### config.mk
export PLATFORM = sky130hd
export DESIGN_NAME = tsr_multi
export DESIGN_NICKNAME = d
export VERILOG_FILES = /design/src/rtl/tsr_multi.sv
export SDC_FILE = /design/constraint.sdc
export NUM_CORES = 1
export LEC_CHECK = 0
export ABC_AREA = 1
export CAP_MARGIN = 20
export CORE_AREA = 8 8 45 47
export CTS_BUF_LIST = sky130_fd_sc_hd__clkbuf_8
export DETAILED_ROUTE_END_ITERATION = 8
export DIE_AREA = 0 0 53 55
export HOLD_SLACK_MARGIN = 0.12
export PLACE_DENSITY_LB_ADDON = 0.2
export SKIP_LAST_GASP = 1
export SYNTH_ARGS = -nofsm -noshare
export SYNTH_HDL_FRONTEND = slang
export SYNTH_SLANG_ARGS = --single-unit
### constraint.sdc
create_clock -name tsrm_clk -period 1.15 [get_ports tsrm_clk]
set_input_delay 0.115 -clock tsrm_clk [delete_from_list [all_inputs] [get_ports tsrm_clk]]
set_output_delay 0.115 -clock tsrm_clk [all_outputs]
set_load 0.05 [all_outputs]
### src/rtl/tsr_multi.sv
// Multi-flag timer status register: N event flags with configurable software clear,
// per-flag overrun capture, interrupt enables and a registered interrupt request.
module tsr_multi #(
    parameter int NUM_FLAGS  = 2,
    parameter int DATA_W     = 8,
    parameter int SEL_W      = 3,
    parameter int STS_INDEX  = 2,
    parameter int OVR_INDEX  = 3,
    parameter int IE_INDEX   = 4,
    parameter int CLEAR_MODE = 0
) (
    input  logic                 tsrm_clk,
    input  logic                 tsrm_reset,
    input  logic                 tsrm_sel,
    input  logic                 tsrm_write,
    input  logic                 tsrm_enable,
    input  logic                 tsrm_ready,
    input  logic [SEL_W-1:0]     tsrm_selected_reg,
    input  logic [DATA_W-1:0]    tsrm_wdata,
    input  logic [NUM_FLAGS-1:0] tsrm_evt,
    output logic [DATA_W-1:0]    tsrm_rdata,
    output logic [NUM_FLAGS-1:0] tsrm_flag,
    output logic [NUM_FLAGS-1:0] tsrm_evt_ack,
    output logic                 tsrm_irq
);

    logic                 wr_acc, rd_acc;
    logic                 sts_sel, ovr_sel, ie_sel;
    logic [NUM_FLAGS-1:0] wdata_flags, clr;
    logic [NUM_FLAGS-1:0] sts_q, ovr_q, ie_q;
    logic [NUM_FLAGS-1:0] sts_clr, ovr_clr, ovr_set;
    logic [NUM_FLAGS-1:0] sts_next, ovr_next, ie_next;
    logic [DATA_W-1:0]    rdata_mux;
    logic                 unused_bits;

    assign wr_acc = tsrm_sel &  tsrm_write & tsrm_enable & tsrm_ready;
    assign rd_acc = tsrm_sel & ~tsrm_write & tsrm_enable & tsrm_ready;

    // Select indices beyond the decoder width leave that register unaddressable.
    if (STS_INDEX < SEL_W) begin : g_sts_sel
        assign sts_sel = tsrm_selected_reg[STS_INDEX];
    end else begin : g_sts_none
        assign sts_sel = 1'b0;
    end

    if (OVR_INDEX < SEL_W) begin : g_ovr_sel
        assign ovr_sel = tsrm_selected_reg[OVR_INDEX];
    end else begin : g_ovr_none
        assign ovr_sel = 1'b0;
    end

    if (IE_INDEX < SEL_W) begin : g_ie_sel
        assign ie_sel = tsrm_selected_reg[IE_INDEX];
    end else begin : g_ie_none
        assign ie_sel = 1'b0;
    end

    assign unused_bits = ^{tsrm_selected_reg, tsrm_wdata};

    assign wdata_flags = tsrm_wdata[NUM_FLAGS-1:0];
    assign clr         = (CLEAR_MODE != 0) ? wdata_flags : ~wdata_flags;

    assign sts_clr = {NUM_FLAGS{wr_acc & sts_sel}} & clr;
    assign ovr_clr = {NUM_FLAGS{wr_acc & ovr_sel}} & clr;

    // Events beat clears so nothing is lost; an overrun needs a still-pending flag.
    assign sts_next = tsrm_evt | (sts_q & ~sts_clr);
    assign ovr_set  = tsrm_evt & sts_q & ~sts_clr;
    assign ovr_next = ovr_set | (ovr_q & ~ovr_clr);
    assign ie_next  = (wr_acc & ie_sel) ? wdata_flags : ie_q;

    always_ff @(posedge tsrm_clk) begin
        if (tsrm_reset) begin
            sts_q        <= '0;
            ovr_q        <= '0;
            ie_q         <= '0;
            tsrm_evt_ack <= '0;
            tsrm_irq     <= 1'b0;
        end else begin
            sts_q        <= sts_next;
            ovr_q        <= ovr_next;
            ie_q         <= ie_next;
            tsrm_evt_ack <= tsrm_evt;
            tsrm_irq     <= |(sts_next & ie_next);
        end
    end

    always_comb begin
        rdata_mux = '0;
        if (rd_acc) begin
            if (sts_sel) rdata_mux[NUM_FLAGS-1:0] = rdata_mux[NUM_FLAGS-1:0] | sts_q;
            if (ovr_sel) rdata_mux[NUM_FLAGS-1:0] = rdata_mux[NUM_FLAGS-1:0] | ovr_q;
            if (ie_sel)  rdata_mux[NUM_FLAGS-1:0] = rdata_mux[NUM_FLAGS-1:0] | ie_q;
        end
    end

    assign tsrm_rdata = rdata_mux;
    assign tsrm_flag  = sts_q;

endmodule

==> parameters.txt <==
Parameter                              Value

Die
  Number of I/O pins    32
  Initial standard-cell utilization of the core    roughly 18%
  Placeable Area    ~1400 um2
  Num rows    14
  Die width    53 um
  Die Outline Area    2920 um2
  Die Span Y    between 50 and 60 um

Clocking
  TritonCTS Sinks    4
  CTS H-tree lvls    1
  Clock transition at the register clock pins on the worst setup and hold paths after CTS    ~0.03 ns
  Worst skew pair latency    between 0.2 and 0.25 ns
  Quantity of hold-fixing buffers added after cts    0
  Number of buffers on the longest clock path    2
  Root Buffer Master    clkbuf_8
  Setup repair bufs after CTS    0
  CTS tree    done
  Clock buffer count from CTS    3

GRT
  Largest net degree at the start of global routing    4
  Total global routing overflow    0
  Number of global-route vias before repair    around 270
  All-Layer GR Usage    roughly 4.6%
  First-pass GRT wire length    972 um
  Number of antenna violations at the first check in global routing    0

Timing
  Clock skew after layout    0 ns
  Number of pins exceeding their max-slew limit in the final report    0
  Maximum achievable frequency    905 MHz
  Final period demand of the worst path    around 1.1 ns
  Setup violators final    0
  Setup repair after global routing missed its margin    true
  Post-route fraction of the period consumed by the critical path    96.1%
  Final Hold Violating Endpoints    0

Finish
  Number of filler cells placed in the layout    153
  Signed area change from the synthesized netlist to the final layout    120%
  Leading cell types in the layout, fill and taps excluded    8 x nand2_1, 7 x inv_1, 7 x conb_1, 6 x buf_12, 5 x clkdlybuf4s50_1
  Final instance count without filler cells    74
  Fraction of layout cells with a size suffix above 1    34.5%
  N_diodes    0
  Commonest non-fill, non-tap cell in the layout    nand2_1
  Post-layout net count    79

Min path
  Start point of the worst hold path    tsrm_write
  Path type of the worst min-delay path    in2reg

Synthesis
  Top cell type's share of synthesized area    32.3%
  Post-synthesis sequential element count    4
  Mapped cell area    248 um2
  Yosys cell types    11
  Average size of a mapped cell    6.52 um2
  Synthesis Warnings    0
  Seq/Total Area, Yosys    32.3%
  Cell types occupying the most area after synthesis    dfxtp_1 32%, buf_4 21%, inv_1 14%
  Area leader, netlist    dfxtp_1
  Syn Inst Count    38

Worst setup path
  CP Buf/Inv Count    2
  R2R Path Start    tsrm_flag[1]
  Kind of start point of the critical path    flop
  Signal arrival time at the worst endpoint    around 0.99 ns
  Kind of cell with the highest combined delay on the critical path    flip-flops
  Classification of the worst setup path    reg2out
  Capturing element type of the critical path    primary output
  Crit-path max cell delay    0.34 ns
  Cell at the slowest stage of the critical path    dfxtp_2
  Worst-path maximum fanout    2
  Cell breakdown of the critical path    inv_1 > nor3_4 > buf_12
  Start point of the critical path    tsrm_flag[0]
  WP data required    1.03 ns

Detailed routing
  DRC violation total after the first TritonRoute iteration    4
  Via Count    253
  Number of routed nets with antenna violations    0
  Via density per instance    between 3 and 4
  Routed wire length per instance    8.20 um
  Routed wire length    about 610 um
  DRC    0
  Length of the first detailed-routing pass in iterations    4

Outcome
  Run status    finished, final reports clean

Job
  Count of max-cap constraint violations    0

Power
  Overall power consumption    approximately 660 uW
  Worst VDD drop    424 uV
  Ratio of total power to cell area    1210 nW/um2
  Leak pwr    0.291 nW

Placed design
  Number of I/O port buffers    16
  Placed Instances    71
  Gpl congestion    0.681
  HPWL after detailed placement    572 um
cell type report:
class	instances	area, um2	area share (%)
multi-input combinational	23	130	23.9
clock buffer	3	41.3	7.59
sequential	4	82.6	15.2
inverter	10	37.5	6.90
timing repair buffer	18	233	42.8
tap	16	20.0	3.68
repair_timing:
item / CTS / global route
endpoints found under the setup margin: 2 / 2
resized for setup: 7 / 1
pin swaps: 4 / 2
endpoints found under the hold margin: 0 / 0
metal layers:
layer	share of wire, %	routed length, um	vias to the layer above	global-route usage, %
met3	11	68	2	2.41
met4	2.3	14	0	5.17
met5	0	0	-	0
met1	36	221	101	4.73
met2	50	302	14	6.45
li1	-	-	136	-
state kept, by name, summed over array words and instances, names as in the netlist:
name          cells
tsrm_evt_ack      2
tsrm_flag         2
cell usage after synthesis:
master   number
nor2_1        2
inv_2         1
nor2_2        1
dfxtp_1       4
nand3_2       1
nor3_1        2
nand2_1       8
buf_4         7
nand3_1       2
conb_1        1
inv_1         9
worst paths after layout:
check,slack (ns),cells past startpoint,to
max,0.05,3,tsrm_rdata[0]
min,0.42,7,tsrm_flag[0]
max reg2reg,0.45,4,tsrm_flag[1]
min reg2reg,0.63,4,tsrm_flag[0]
power breakdown:
part / internal [mW] / switching (mW) / total, mW
combinational: 0.0797 / 0.128 / 0.207
sequential: 0.152 / 0.00922 / 0.161
clock: 0.223 / 0.0663 / 0.289
total: 0.454 / 0.203 / 0.657
worst register-to-register path: stages, from the launching register on:
cell and delay (ns):
dfxtp_2 0.32, inv_1 0.12, nor2_1 0.06, nand2_1 0.06
nand2_1 0.04
kinds of logic (layout without fill, tap and decap cells):
logic type,after synthesis,in the layout,share of synthesized area (%)
buffers and inverters,17,31,36.4
DFF,4,4,32.3
other,1,7,1.51
and+or+nand+nor,16,16,29.8
per-stage QoR:
step | util (%) | hold WS [ns] | setup TNS, ns | worst slack [ns] | area (um2)
2_1_floorplan | - | 0.231 | 0 | 0.0187 | 295
3_3_place_gp | 36.0 | 0.562 | -0.300 | -0.144 | 498
3_5_place_dp | 36.0 | 0.565 | -0.323 | -0.151 | 498
4_1_cts | 39.2 | 0.447 | 0 | 0.00402 | 542
5_1_grt | 39.3 | 0.457 | -0.0144 | -0.0144 | 544
6_report | 39.3 | 0.421 | 0 | 0.0450 | 544
(Power assumes the default switching activity.)
